`src/rtl/stream_out_vector_ping_pong_pkg.sv`:
```
// Shared definitions for the vector-to-stream ping/pong serializer.
// Holds default geometry and the bank selector type.
package stream_out_vector_ping_pong_pkg;

    localparam int DEF_BITS = 8;
    localparam int DEF_N    = 3;

    typedef enum logic {
        BANK_PING = 1'b0,
        BANK_PONG = 1'b1
    } bank_e;

    function automatic bank_e other_bank(input bank_e b);
        return (b == BANK_PING) ? BANK_PONG : BANK_PING;
    endfunction

endpackage

```
`src/rtl/stream_out_vector_ping_pong_if.sv`:
```
// Vector-in / element-out handshake bundle for the ping/pong serializer.
// The slave modport is the serializer's view; master is the surrounding logic.
interface stream_out_vector_ping_pong_if
    import stream_out_vector_ping_pong_pkg::*;
#(
    parameter int BITS = DEF_BITS,
    parameter int N    = DEF_N
);
    logic                     in_valid;
    logic                     in_ready;
    logic [N-1:0][BITS-1:0]   a;
    logic                     out_valid;
    logic                     out_ready;
    logic [BITS-1:0]          c;
    logic                     out_last;

    modport master (
        output in_valid, a, out_ready,
        input  in_ready, out_valid, c, out_last
    );

    modport slave (
        input  in_valid, a, out_ready,
        output in_ready, out_valid, c, out_last
    );
endinterface

```
`src/rtl/stream_out_vector_ping_pong.sv`:
```
// Two-bank vector-to-stream serializer: one bank loads while the other drains,
// emitting element 0 first, one element per accepted output beat.
module stream_out_vector_ping_pong
    import stream_out_vector_ping_pong_pkg::*;
#(
    parameter int BITS = DEF_BITS,
    parameter int N    = DEF_N
) (
    input  logic                          clk,
    input  logic                          reset,
    stream_out_vector_ping_pong_if.slave  bus
);

    localparam int             CW   = (N > 1) ? $clog2(N) : 1;
    localparam logic [CW-1:0]  LAST = CW'(N - 1);

    logic [1:0][N-1:0][BITS-1:0] bank;
    logic [1:0]                  full;
    bank_e                       wr_sel;
    bank_e                       rd_sel;
    logic [CW-1:0]               rd_count;

    logic                        accept;
    logic                        xfer;
    logic                        drain;
    logic [BITS-1:0]             elem;

    // Element mux by compare so N=1 (single-entry bank) needs no special index width.
    always_comb begin
        elem = '0;
        for (int i = 0; i < N; i++) begin
            if (rd_count == CW'(i)) elem = bank[rd_sel][i];
        end
    end

    assign accept = bus.in_valid && !full[wr_sel];
    assign xfer   = full[rd_sel] && bus.out_ready;
    assign drain  = xfer && (rd_count == LAST);

    assign bus.in_ready  = !full[wr_sel];
    assign bus.out_valid = full[rd_sel];
    assign bus.c         = full[rd_sel] ? elem : '0;
    assign bus.out_last  = full[rd_sel] && (rd_count == LAST);

    // Accept and drain never target the same bank in one cycle: accept needs the
    // write bank empty, drain needs the read bank full.
    always_ff @(posedge clk or posedge reset) begin
        if (reset) begin
            bank     <= '0;
            full     <= '0;
            wr_sel   <= BANK_PING;
            rd_sel   <= BANK_PING;
            rd_count <= '0;
        end else begin
            if (accept) begin
                bank[wr_sel] <= bus.a;
                full[wr_sel] <= 1'b1;
                wr_sel       <= other_bank(wr_sel);
            end
            if (drain) begin
                rd_count     <= '0;
                full[rd_sel] <= 1'b0;
                rd_sel       <= other_bank(rd_sel);
            end else if (xfer) begin
                rd_count <= rd_count + 1'b1;
            end
        end
    end

    // A presented element must not change or vanish while stalled.
    a_hold : assert property (@(posedge clk) disable iff (reset)
        (bus.out_valid && !bus.out_ready) |=>
            (bus.out_valid && $stable(bus.c) && $stable(bus.out_last)));

endmodule

```
`src/flat_wrapper.sv`:
```
// flat-port wrapper written by rule: the top's interface ports become plain ports
module stream_out_vector_ping_pong_flat import stream_out_vector_ping_pong_pkg::*;
#(
    parameter int BITS = DEF_BITS,
    parameter int N    = DEF_N
)
  (clk, reset, bus_in_valid, bus_a, bus_out_ready, bus_in_ready, bus_out_valid, bus_c, bus_out_last);
  stream_out_vector_ping_pong_if #(.BITS(BITS), .N(N)) bus_i ();
  input  logic clk;
  input  logic reset;
  input wire logic [$bits(bus_i.in_valid)-1:0] bus_in_valid;
  input wire logic [$bits(bus_i.a)-1:0] bus_a;
  input wire logic [$bits(bus_i.out_ready)-1:0] bus_out_ready;
  output wire logic [$bits(bus_i.in_ready)-1:0] bus_in_ready;
  output wire logic [$bits(bus_i.out_valid)-1:0] bus_out_valid;
  output wire logic [$bits(bus_i.c)-1:0] bus_c;
  output wire logic [$bits(bus_i.out_last)-1:0] bus_out_last;
  assign bus_i.in_valid = bus_in_valid;
  assign bus_i.a = bus_a;
  assign bus_i.out_ready = bus_out_ready;
  assign bus_in_ready = bus_i.in_ready;
  assign bus_out_valid = bus_i.out_valid;
  assign bus_c = bus_i.c;
  assign bus_out_last = bus_i.out_last;
  stream_out_vector_ping_pong #(.BITS(BITS), .N(N)) u_core (.clk(clk), .reset(reset), .bus(bus_i));
endmodule
```
`config.mk`:
```
export PLATFORM = sky130hd
export DESIGN_NAME = stream_out_vector_ping_pong_flat
export DESIGN_NICKNAME = d
export VERILOG_FILES = /design/src/rtl/stream_out_vector_ping_pong_pkg.sv /design/src/rtl/stream_out_vector_ping_pong_if.sv /design/src/rtl/stream_out_vector_ping_pong.sv /design/src/flat_wrapper.sv
export SDC_FILE = /design/constraint.sdc
export NUM_CORES = 1
export LEC_CHECK = 0
export CELL_PAD_IN_SITES_DETAIL_PLACEMENT = 2
export CELL_PAD_IN_SITES_GLOBAL_PLACEMENT = 2
export CORE_UTILIZATION = 38
export CTS_CLUSTER_SIZE = 12
export DETAILED_ROUTE_END_ITERATION = 16
export PLACE_DENSITY_LB_ADDON = 0.25
export SLEW_MARGIN = 25
export SYNTH_ARGS = -nofsm -noshare
export SYNTH_HDL_FRONTEND = slang
export SYNTH_SLANG_ARGS = --single-unit
```
`constraint.sdc`:
```
create_clock -name clk -period 2.2 [get_ports clk]
set_input_delay 0.44 -clock clk [delete_from_list [all_inputs] [get_ports clk]]
set_output_delay 0.44 -clock clk [all_outputs]
set_load 0.05 [all_outputs]
```
## Word level (Yosys, flattened, before mapping)

Cells that the tools add are included.
W data, S select, Z words.

- Magnitude comparators: 4
- Equality and inequality tests: 2
- Bitwise operators: 3
- $add $sub $neg: 1
- Mux-type cells: 23
- Reduce and logical (&&, ||, !) cells: 9

Operators with widths:

| cell | count |
|---|---|
| $mux W24 | 3 |
| $bwmux W48 | 1 |
| $mux W8 | 4 |
| $demux W24 S1 | 1 |
| $mux W1 | 8 |
| $mux W2 | 4 |
| $logic_and A1 B1 Y1 | 6 |
| $lt A1 B2 Y1 const B | 2 |
| $add A2 B1 Y2 const B | 1 |
| $and A2 B2 Y2 | 1 |
| $demux W1 S1 | 2 |
| $eq A2 B1 Y1 const B | 1 |
| $eq A2 B2 Y1 const B | 1 |
| $ge A1 B1 Y1 const B | 2 |
| $logic_not A2 Y1 | 1 |
| $not A2 Y2 | 1 |
| $or A2 B2 Y2 | 1 |
| $reduce_bool A2 Y1 | 1 |
| $logic_not A1 Y1 | 1 |

- Register bits: 54
- Bits of input ports: 28
- Output and inout port bits: 11

## Logic depth before layout (Yosys ltp)

Gate-level depths: netlist of run 1.

- Word-level depth: 8
- Depth in mapped cells: 5
- Gate-level depth less buffers: 3

## Worst setup path after synthesis of run 1

No wires, ideal clock.

- Path type: reg-to-output
- Start: register u_core.rd_sel
- End: output port bus_c[7]
- Stages on the path, launching flop included: 6
- Required time: 1.760 ns
- Arrival time: 1.646 ns
- Slack: 0.114 ns
- Cell sequence: dfrtp_1 > buf_4 > buf_4 > mux4_2 > a22oi_1 > nor2_1

- Word-level cells in the longest chain between the ends: 6
- Elaborated cells between the ends (all ways): 8
- Those cells by class: 8 x mux

RTL lines:

| element | line | source |
|---|---|---|
| from (decl) | stream_out_vector_ping_pong.sv:20 | `bank_e rd_sel;` |
| from (signal assigned) | stream_out_vector_ping_pong.sv:63 | `rd_sel <= other_bank(rd_sel);` |
| $mux W24 (implied by the code) (2 in series) | stream_out_vector_ping_pong.sv:32 | `if (rd_count == CW'(i)) elem = bank[rd_sel][i];` |
| $mux W8 (3 in series) | stream_out_vector_ping_pong.sv:32 |  |
| $mux W8 (*) | stream_out_vector_ping_pong.sv:42 | `assign bus.c = full[rd_sel] ? elem : '0;` |
| to (decl) | flat_wrapper.sv:16 | `output wire logic [$bits(bus_i.c)-1:0] bus_c;` |

Every way passes the cells marked *; elsewhere a longest branch is shown, timed or not. The select of a mux whose other input is x is not followed.

## Worst setup path after layout of run 1

- Start: register u_core.rd_count[1]
- End: output port bus_c[3]

- Word-level cells in the longest chain between the ends: 5
- Elaborated cells between the ends (all ways): 7
- Those cells by class: 2 x eq/ne; 4 x mux; 1 x reduce/logical

RTL lines:

| element | line | source |
|---|---|---|
| from (decl) | stream_out_vector_ping_pong.sv:21 | `logic [CW-1:0] rd_count;` |
| from (signal assigned) | stream_out_vector_ping_pong.sv:65 | `rd_count <= rd_count + 1'b1;` |
| $logic_not A2 Y1 | stream_out_vector_ping_pong.sv:32 |  |
| $mux W8 (2 in series) | stream_out_vector_ping_pong.sv:32 |  |
| $mux W8 (*) | stream_out_vector_ping_pong.sv:32 |  |
| $mux W8 (*) | stream_out_vector_ping_pong.sv:42 |  |

Every way passes the cells marked *; elsewhere a longest branch is shown, timed or not.

==> metrics, run 1 <==
Detailed Place HPWL=about 4200 um; Hold Violations, Final=0; delay-heaviest family, CP=multiplexers; Post-Synthesis Cells=between 150 and 200; initial DRC count=34; Register-to-Register Setup Slack=0.49 ns; Period minus WS final=roughly 2.2 ns; VDD IR-drop max=about 1.1 mV; Setup WS post-layout=-0.00968 ns; Crit Path Category=flop to output pin; setup TNS=-0.0246 ns; syn_area_per_cell=about 15 sq um; Leak=1.33 nW; crit-path most repeated cell=buf_6; Rows=29; crit-path max cell delay=approximately 0.52 ns; utilization after layout=between 40% and 50%; Detail Route Antenna Nets=0; root buf cell=clkbuf_8; Hold Slack=about 0.50 ns; Least-Margin Pin Slew=roughly 0.56 ns; DR pass1 iterations=3; vias in the first global route=1862; drc violations=0; Filler cells=roughly 600; largest net degree at the start of global routing=32; WL/cell=20.8 um; Distinct cells, synth=23; initial core utilization=39.4%; layout cells sized above 1=between 40% and 50%; final WL=6020 um; Hold Path Class=primary input to async pin; # nets final=between 200 and 250; Max-Cap Viols=0; cells along the critical path=buf_6 -> mux4_2 -> a22oi_2 -> nor2_2 -> buf_6; pwr dens=~1700 nW/um^2; Final Wtd Congestion=slightly above 0.7; # IOs=39; Area contributors post-synth=dfrtp_1 54%, mux2_2 25%, mux4_2 7.2%; die area=6920 sq um; Setup Skew=just under 0.003 ns; H-tree depth=2; Final Cycle Share=100%; TritonCTS Buffers=5; via count=between 1500 and 2000; grt ovf=0; Synth Net Count=193; Port Buffers=38; first-pass GRT wire length=roughly 10000 um; RSZ-0062 raised after global routing=yes; register bit total from synthesis=54; Tot GR Track Use=between 15 and 20%; area delta synth->final=26.7%; synthesized area=2500 sq um; post-synth top area share=53.9%; failing checks=negative setup slack; final-report setup violation count=3; cell taking the most area after synthesis=dfrtp_1; vias per cell=roughly 5.3; max-slew violations=0; chip height=between 80 and 90 um; Clock Tree Buf Depth=2; sequential area share after synthesis=a little over half; CP max FO=8; Max transition margin=between 60 and 70%; Reg clk slew, reported paths=about 0.090 ns; ANT cells=0; die span in x=slightly above 80 um; CP Buf/Inv Count=2; worst skew pair latency=0.31 ns; Max Freq=0.453 GHz; CTS tree=done; antenna violations before repair=0; crit start category=flop; Ys Warns=0; clock sinks=between 50 and 60; Overall Power=about 0.0053 W; CP endpoint kind=output pin; WP data arrival=around 1.8 ns; slowest CP cell=mux4_2; Critical Path RT=1.76 ns; status=finished with violations; Core Area=around 6300 sq um
==> cells by family after synthesis <==
family                 count (synthesis)  share of synthesized area, %
muxes                                 68                          34.1
DFF                                   54                          53.9
and+or+nand+nor                       17                          4.40
AOI/OAI and AO/OA                     13                          3.80
buffers and inverters                 13                          3.80
==> synthesized netlist by cell type <==
cell / count
nand3_4: 1
a22oi_1: 8
and2b_1: 1
nand2b_1: 1
mux4_2: 8
buf_2: 1
buf_6: 5
buf_4: 2
a21o_1: 2
nor2_1: 9
mux2i_1: 2
o21ai_0: 1
nor3b_4: 1
mux2_1: 3
inv_1: 4
clkbuf_1: 1
a41oi_1: 1
nor2b_1: 2
nand3b_1: 1
dfrtp_1: 54
and3_1: 1
a31oi_1: 1
mux2_2: 55
==> final timing paths <==
kind	cells after the start	start	endpoint
setup / recovery	5	u_core.rd_count[1]	bus_c[3]
hold / removal	2	reset	u_core.bank[39]
setup reg to reg	5	u_core.rd_sel	u_core.rd_count[1]
hold reg to reg	1	u_core.bank[42]	u_core.bank[42]
max in group asynchronous	3	reset	u_core.rd_sel
min in group clk	1	u_core.bank[42]	u_core.bank[42]
==> where the power goes <==
part	switching (W)	internal, W
clock network	0.000326	0.000254
logic	0.00146	0.00144
registers	0.000345	0.00150
==> layout make-up <==
type | instances | area [sq um] | share of cell area, %
Inverter | 4 | 15.0 | 0.473
Clock buffer | 6 | 82.6 | 2.60
Sequential cell | 54 | 1350 | 42.6
Clock inverter | 2 | 12.5 | 0.394
Timing Repair Buffer | 48 | 510 | 16.1
Multi-Input combinational cell | 98 | 1100 | 34.8
Tap cell | 77 | 96.3 | 3.04
==> layer usage <==
metal | GRT usage [%] | share of wire, %
met1 | 24.8 | 43
met2 | 33.9 | 52
met3 | 4.77 | 3.4
met4 | 6.11 | 1.3
met5 | 0 | 0
==> flip-flops by register name (all words and copies together), names as in the netlist <==
register and flops:
u_core.wr_sel 1, u_core.full 2, u_core.rd_sel 1, u_core.bank 48, u_core.rd_count 2
==> metrics by stage <==
| step | worst slack (ns) | instance area, sq um | instances |
|---|---|---|---|
| after floorplan | 0.114 | 2500 | 165 |
| after global placement | 0.285 | 2970 | 279 |
| after detailed placement | 0.233 | 2970 | 279 |
| after CTS | -0.00490 | 3140 | 288 |
| after global routing | -0.116 | 3170 | 289 |
| final | -0.00968 | 3170 | 289 |
==> timing repair <==
item,CTS,global route
setup buffers,1,1
cloned,0,0
pin swaps,0,3
hold buffers,0,0
gates resized for setup,16,7
setup endpoints to repair,10,8
==> placed cells by master, fill, tap and decap left out, types with 2 or more instances in the layout <==
master            n
buf_6            10
dfrtp_1          53
mux2_1            3
mux2_2           55
mux4_2            8
inv_1             3
a22oi_2           7
buf_12            3
clkdlybuf4s50_1  27
buf_4             7
a21o_1            2
nor2_1            8
clkbuf_8          6
mux2i_1           2
(Power assumes the default switching activity.)
==> inputs of run 2 (changes only) <==
--- a/config.mk
+++ b/config.mk
@@ -7,6 +7,7 @@
 export LEC_CHECK = 0
 export CELL_PAD_IN_SITES_DETAIL_PLACEMENT = 2
 export CELL_PAD_IN_SITES_GLOBAL_PLACEMENT = 2
+export CORE_ASPECT_RATIO = 0.9
 export CORE_UTILIZATION = 38
 export CTS_CLUSTER_SIZE = 12
 export DETAILED_ROUTE_END_ITERATION = 16
==> metrics, run 2 (same netlist as run 1, synthesis figures left out) <==
Hold Violations, Final=0; vias per cell=approximately 5.1; Final Cycle Share=99.6%; Reg clk slew, reported paths=approximately 0.10 ns; Final Wtd Congestion=around 0.73; status=finished, final reports clean; ANT cells=0; register area=~1400 sq um; initial DRC count=34; RSZ-0062 raised after global routing=yes; drc violations=0; CTS tree=done; most common library cell in the layout ignoring fill and taps=mux2_2; VDD IR-drop max=0.577 mV; Max-Cap Viols=0; Detailed Place HPWL=roughly 4100 um; WP data arrival=approximately 1.8 ns; vias in the first global route=between 1500 and 2000; final WL=between 5000 and 6000 um; Crit Path Category=flop to output pin; pwr dens=about 1700 nW/um^2; max-slew violations=0; worst skew pair latency=around 0.30 ns; max reg flops=48; Filler cells=around 580; # nets final=240; area delta synth->final=27.8%; r2r endpoint=u_core.rd_count[1]; Max Freq=~0.46 GHz; root buf cell=clkbuf_8; Tot GR Track Use=19.2%; TritonCTS Buffers=5; register bank with the most flops=u_core.bank; CP endpoint kind=output pin; Setup Skew=between 0.007 and 0.008 ns; worst flop-to-flop path startpoint=u_core.rd_sel; area taken by multi-input logic gates=approximately 1100 sq um; chip height=79.0 um; Setup WS post-layout=roughly 0.0094 ns; Register-to-Register Setup Slack=around 0.53 ns; # IOs=39; Hold-fix buffers, CTS=0; WL/cell=19.7 um; worst setup path end=bus_c[0]; H-tree depth=2; antenna violations before repair=0; commonest non-fill, non-tap cells in the layout=55 x mux2_2, 53 x dfrtp_1, 27 x clkdlybuf4s50_1; reg2reg path depth=5; crit-path max cell delay=slightly above 0.5 ns; largest net degree at the start of global routing=55; Detail Route Antenna Nets=0; Period minus WS final=2.19 ns; slowest CP cell=mux4_2; Critical Path RT=around 1.8 ns; clock sinks=54; Leak=1.35 nW; layout cells sized above 1=between 40% and 50%; grt ovf=0; via count=1534; first-pass GRT wire length=slightly below 10000 um; cells along the critical path=buf_6 -> mux4_2 -> a22oi_2 -> nor2_1 -> buf_6; initial core utilization=roughly two fifths; Rows=27; Max transition margin=around 70%; die area=a little under 7000 sq um; die span in x=87.6 um; DR pass1 iterations=4; pre-CTS setup slack=~0.23 ns; CP max FO=4; Clock Tree Buf Depth=2; Port Buffers=38; Core Area=between 6000 and 7000 sq um; final-report setup violation count=0; Hold Path Class=primary input to async pin; Critical Path Start=u_core.rd_count[1]; Top Registers=u_core.bank x48, u_core.full x2, u_core.rd_count x2; Least-Margin Pin Slew=~0.42 ns; crit start category=flop; setup TNS=0 ns; crit-path most repeated cell=buf_6
run 2: cell count changes in the layout (fill, tap and decap cells not counted), sizes merged:
cell and change:
buf +1, clkinv -1, bufinv +2, clkinvlp -1
run 2: where the power goes:
group | internal [W] | switching, W | total (W)
registers | 0.00150 | 0.000338 | 0.00184
clock network | 0.000486 | 0.000329 | 0.000815
logic | 0.00138 | 0.00144 | 0.00282
run 2: cell type report:
cell class / instances / area share, %
flip-flops and latches: 54 / 42.3
multi-input cells: 98 / 34.2
repair buffers: 49 / 15.2
well taps: 87 / 3.40
clock buffers: 6 / 2.58
clock inverters: 2 / 1.88
inverters: 4 / 0.469
run 2: repair_timing:
action,4_1_cts,5_1_grt
gates cloned,0,0
hold endpoints to repair,0,0
endpoints found under the setup margin,7,8
buffers inserted,0,1
gates resized for setup,15,4
pin swaps,0,0
run 2: worst min-delay path by stage:
stage	from	endpoint	slack, ns	cells past startpoint
CTS	reset	u_core.bank[7]	0.51	3
floorplan	u_core.bank[15]	u_core.bank[15]	0.45	1
detailed placement	u_core.bank[15]	u_core.bank[15]	0.49	1
global placement	u_core.bank[15]	u_core.bank[15]	0.46	1
global route	u_core.bank[15]	u_core.bank[15]	0.53	1
finish	reset	u_core.bank[7]	0.49	3
run 2: through the flow:
step | cells | cell area, sq um | hold slack, ns | util (%) | power (W)
after detailed placement | 291 | 2970 | 0.488 | 47.6 | 0.00448
final | 300 | 3200 | 0.491 | 51.2 | 0.00547
after floorplan | 165 | 2500 | 0.454 | - | 0.00369
after global routing | 300 | 3200 | 0.531 | 51.2 | 0.00579
after global placement | 291 | 2970 | 0.464 | 47.6 | 0.00430
after CTS | 299 | 3170 | 0.508 | 50.8 | 0.00548
run 2: metal layers:
layer / part of all wire [%] / up-vias / track usage [%]
li1: - / 693 / -
met1: 43 / 805 / 24.4
met2: 53 / 30 / 33.4
met3: 3.2 / 6 / 3.43
met4: 1.0 / 0 / 5.74
met5: 0 / - / 0
run 2: critical path: cells and delay by family, from the launching register on:
| kind | cells | cell delay (ns) |
|---|---|---|
| AOI/OAI and AO/OA | 1 | 0.16 |
| buffers and inverters | 2 | 0.30 |
| DFF | 1 | 0.40 |
| and+or+nand+nor | 1 | 0.08 |
| muxes | 1 | 0.51 |
==> inputs of run 3 (changes only) <==
--- a/config.mk
+++ b/config.mk
@@ -11,6 +11,7 @@
 export CORE_UTILIZATION = 38
 export CTS_CLUSTER_SIZE = 12
 export DETAILED_ROUTE_END_ITERATION = 16
+export GPL_TIMING_DRIVEN = 0
 export PLACE_DENSITY_LB_ADDON = 0.25
 export SLEW_MARGIN = 25
 export SYNTH_ARGS = -nofsm -noshare
==> metrics, run 3 (same netlist as run 1, synthesis figures left out) <==
met2 Resource Use GR=between 30% and 40%; layout cells sized above 1=50.0%; Non-Filler Cell Area, Final=approximately 3200 sq um; Detail Route Antenna Nets=0; initial core utilization=about two fifths; final-report setup violation count=6; pre-CTS setup slack=-0.448 ns; Max Freq=0.449 GHz; met1 usage=roughly 25%; Least-Margin Pin Slew=just under 0.7 ns; Hold Path Class=flop to flop; CP Buf/Inv Count=2; crit-path max cell delay=between 0.5 and 0.6 ns; antenna violations before repair=0; Setup Skew=0.00868 ns; Period minus WS final=around 2.2 ns; WP data arrival=about 1.8 ns; grt ovf=0; slowest CP cell=mux4_2; Setup WS post-layout=-0.0264 ns; Core Area=roughly 6200 sq um; combinational power share=a little under three fifths; ANT cells=0; via count=1555; crit start category=flop; drc violations=0; Final Cycle Share=101%; pwr dens=around 1700 nW/um^2; Psw=between 0.002 and 0.0025 W; area delta synth->final=28.9%; root buf cell=clkbuf_8; Reg clk slew, reported paths=roughly 0.09 ns; final WL=between 6000 and 7000 um; # IOs=39; failing checks=negative setup slack; register bank with the most flops=u_core.bank; vias per cell=5.10; Leak=about 1.4 nW; DR pass1 iterations=4; VDD IR-drop max=around 0.53 mV; TritonCTS Buffers=5; Clock Tree Buf Depth=2; vias in the first global route=1857; busiest grt layer=met2; die span in x=~88 um; Final Wtd Congestion=0.724; delay-heaviest family, CP=multiplexers; sequential fraction of design power=approximately a third; Max transition margin=between 50 and 60%; Detailed Place HPWL=4480 um; # nets final=about 250; die area=around 6900 sq um; status=finished with violations; cells along the critical path=buf_8 -> mux4_2 -> a22oi_2 -> nor2_1 -> buf_6; H-tree depth=2; Hold Slack=0.510 ns; chip height=around 80 um; CTS tree=done; Crit Path Category=flop to output pin; first-pass GRT wire length=approximately 10000 um; worst skew pair latency=between 0.3 and 0.4 ns; max reg flops=48; initial DRC count=20; max-slew violations=0; clock sinks=54; Rows=27; met3 usage=3.85%; Hold Violations, Final=0; Area after DPL=approximately 3000 sq um; commonest non-fill, non-tap cells in the layout=53 x dfrtp_1, 52 x mux2_2, 27 x clkdlybuf4s50_1; Cell Int Power=0.00326 W; Tot GR Track Use=between 20 and 25%; largest net degree at the start of global routing=55; Port Buffers=38; switch share=between 30% and 40%; Clock power frac=10.2%; CP max FO=8; Max-Cap Viols=0; setup TNS=-0.111 ns; Hold-fix buffers, CTS=0; most common library cell in the layout ignoring fill and taps=dfrtp_1; Top Registers=u_core.bank x48, u_core.full x2, u_core.rd_count x2; RSZ-0062 raised after global routing=yes; WL/cell=roughly 21 um; Critical Path RT=roughly 1.8 ns; CP endpoint kind=output pin
## run 3: changes by cell type in the layout (fill, tap and decap cells not counted), moves of 2 or more
cell / before / now
buf_6: 10 / 14
bufinv_16: 2 / 0
buf_4: 11 / 9
mux2_2: 55 / 52
mux2_4: 0 / 3
## run 3: metal layers
metal	part of all wire (%)	vias to the layer above
met5	0	-
met4	1.2	0
met3	3.4	6
met2	53	27
met1	43	814
li1	-	708
## run 3: worst reg2reg max path: cells and delay by family (launching register included)
kind	cells	cell delay, ns
simple gates	1	0.52
buf+inv	1	0.25
mux	1	0.36
flops	1	0.48
## run 3: final timing paths
path	slack [ns]	cells after the start	from	to
setup reg to reg	0.48	3	u_core.wr_sel	u_core.bank[0]
max in group asynchronous	1.12	2	reset	u_core.rd_count[1]
setup / recovery	-0.03	5	u_core.rd_count[1]	bus_c[3]
min in group asynchronous	0.60	2	reset	u_core.bank[47]
hold / removal	0.51	1	u_core.bank[15]	u_core.bank[15]
hold reg to reg	0.51	1	u_core.bank[15]	u_core.bank[15]
## run 3: power by group through the flow
| stage | logic (W) | clock network (W) | registers, W |
|---|---|---|---|
| after global routing | 0.00323 | 0.000598 | 0.00189 |
| after detailed placement | 0.00271 | 0 | 0.00185 |
| after global placement | 0.00259 | 0 | 0.00177 |
| final | 0.00304 | 0.000552 | 0.00183 |
| after CTS | 0.00296 | 0.000567 | 0.00183 |
| after floorplan | 0.00198 | 0 | 0.00171 |
## run 3: layout make-up
class                   instances  area [sq um]
fillers                       586          3020
flip-flops and latches         54          1350
multi-input cells              98          1100
repair buffers                 47           457
well taps                      87           109
plain buffers                   9           106
clock buffers                   6          82.6
inverters                       4          17.5
## run 3: timing repair
| item | in CTS | in global routing |
|---|---|---|
| buffers inserted | 6 | 3 |
| pin swaps | 1 | 8 |
| setup endpoints to repair | 11 | 9 |
| resized for setup | 75 | 10 |
## run 3: metrics by stage
step | power [W] | std cells | utilization [%]
after floorplan | 0.00369 | 165 | -
after global placement | 0.00436 | 290 | 47.9
after detailed placement | 0.00456 | 290 | 47.9
after CTS | 0.00536 | 302 | 51.0
after global routing | 0.00572 | 305 | 51.7
final | 0.00543 | 305 | 51.7
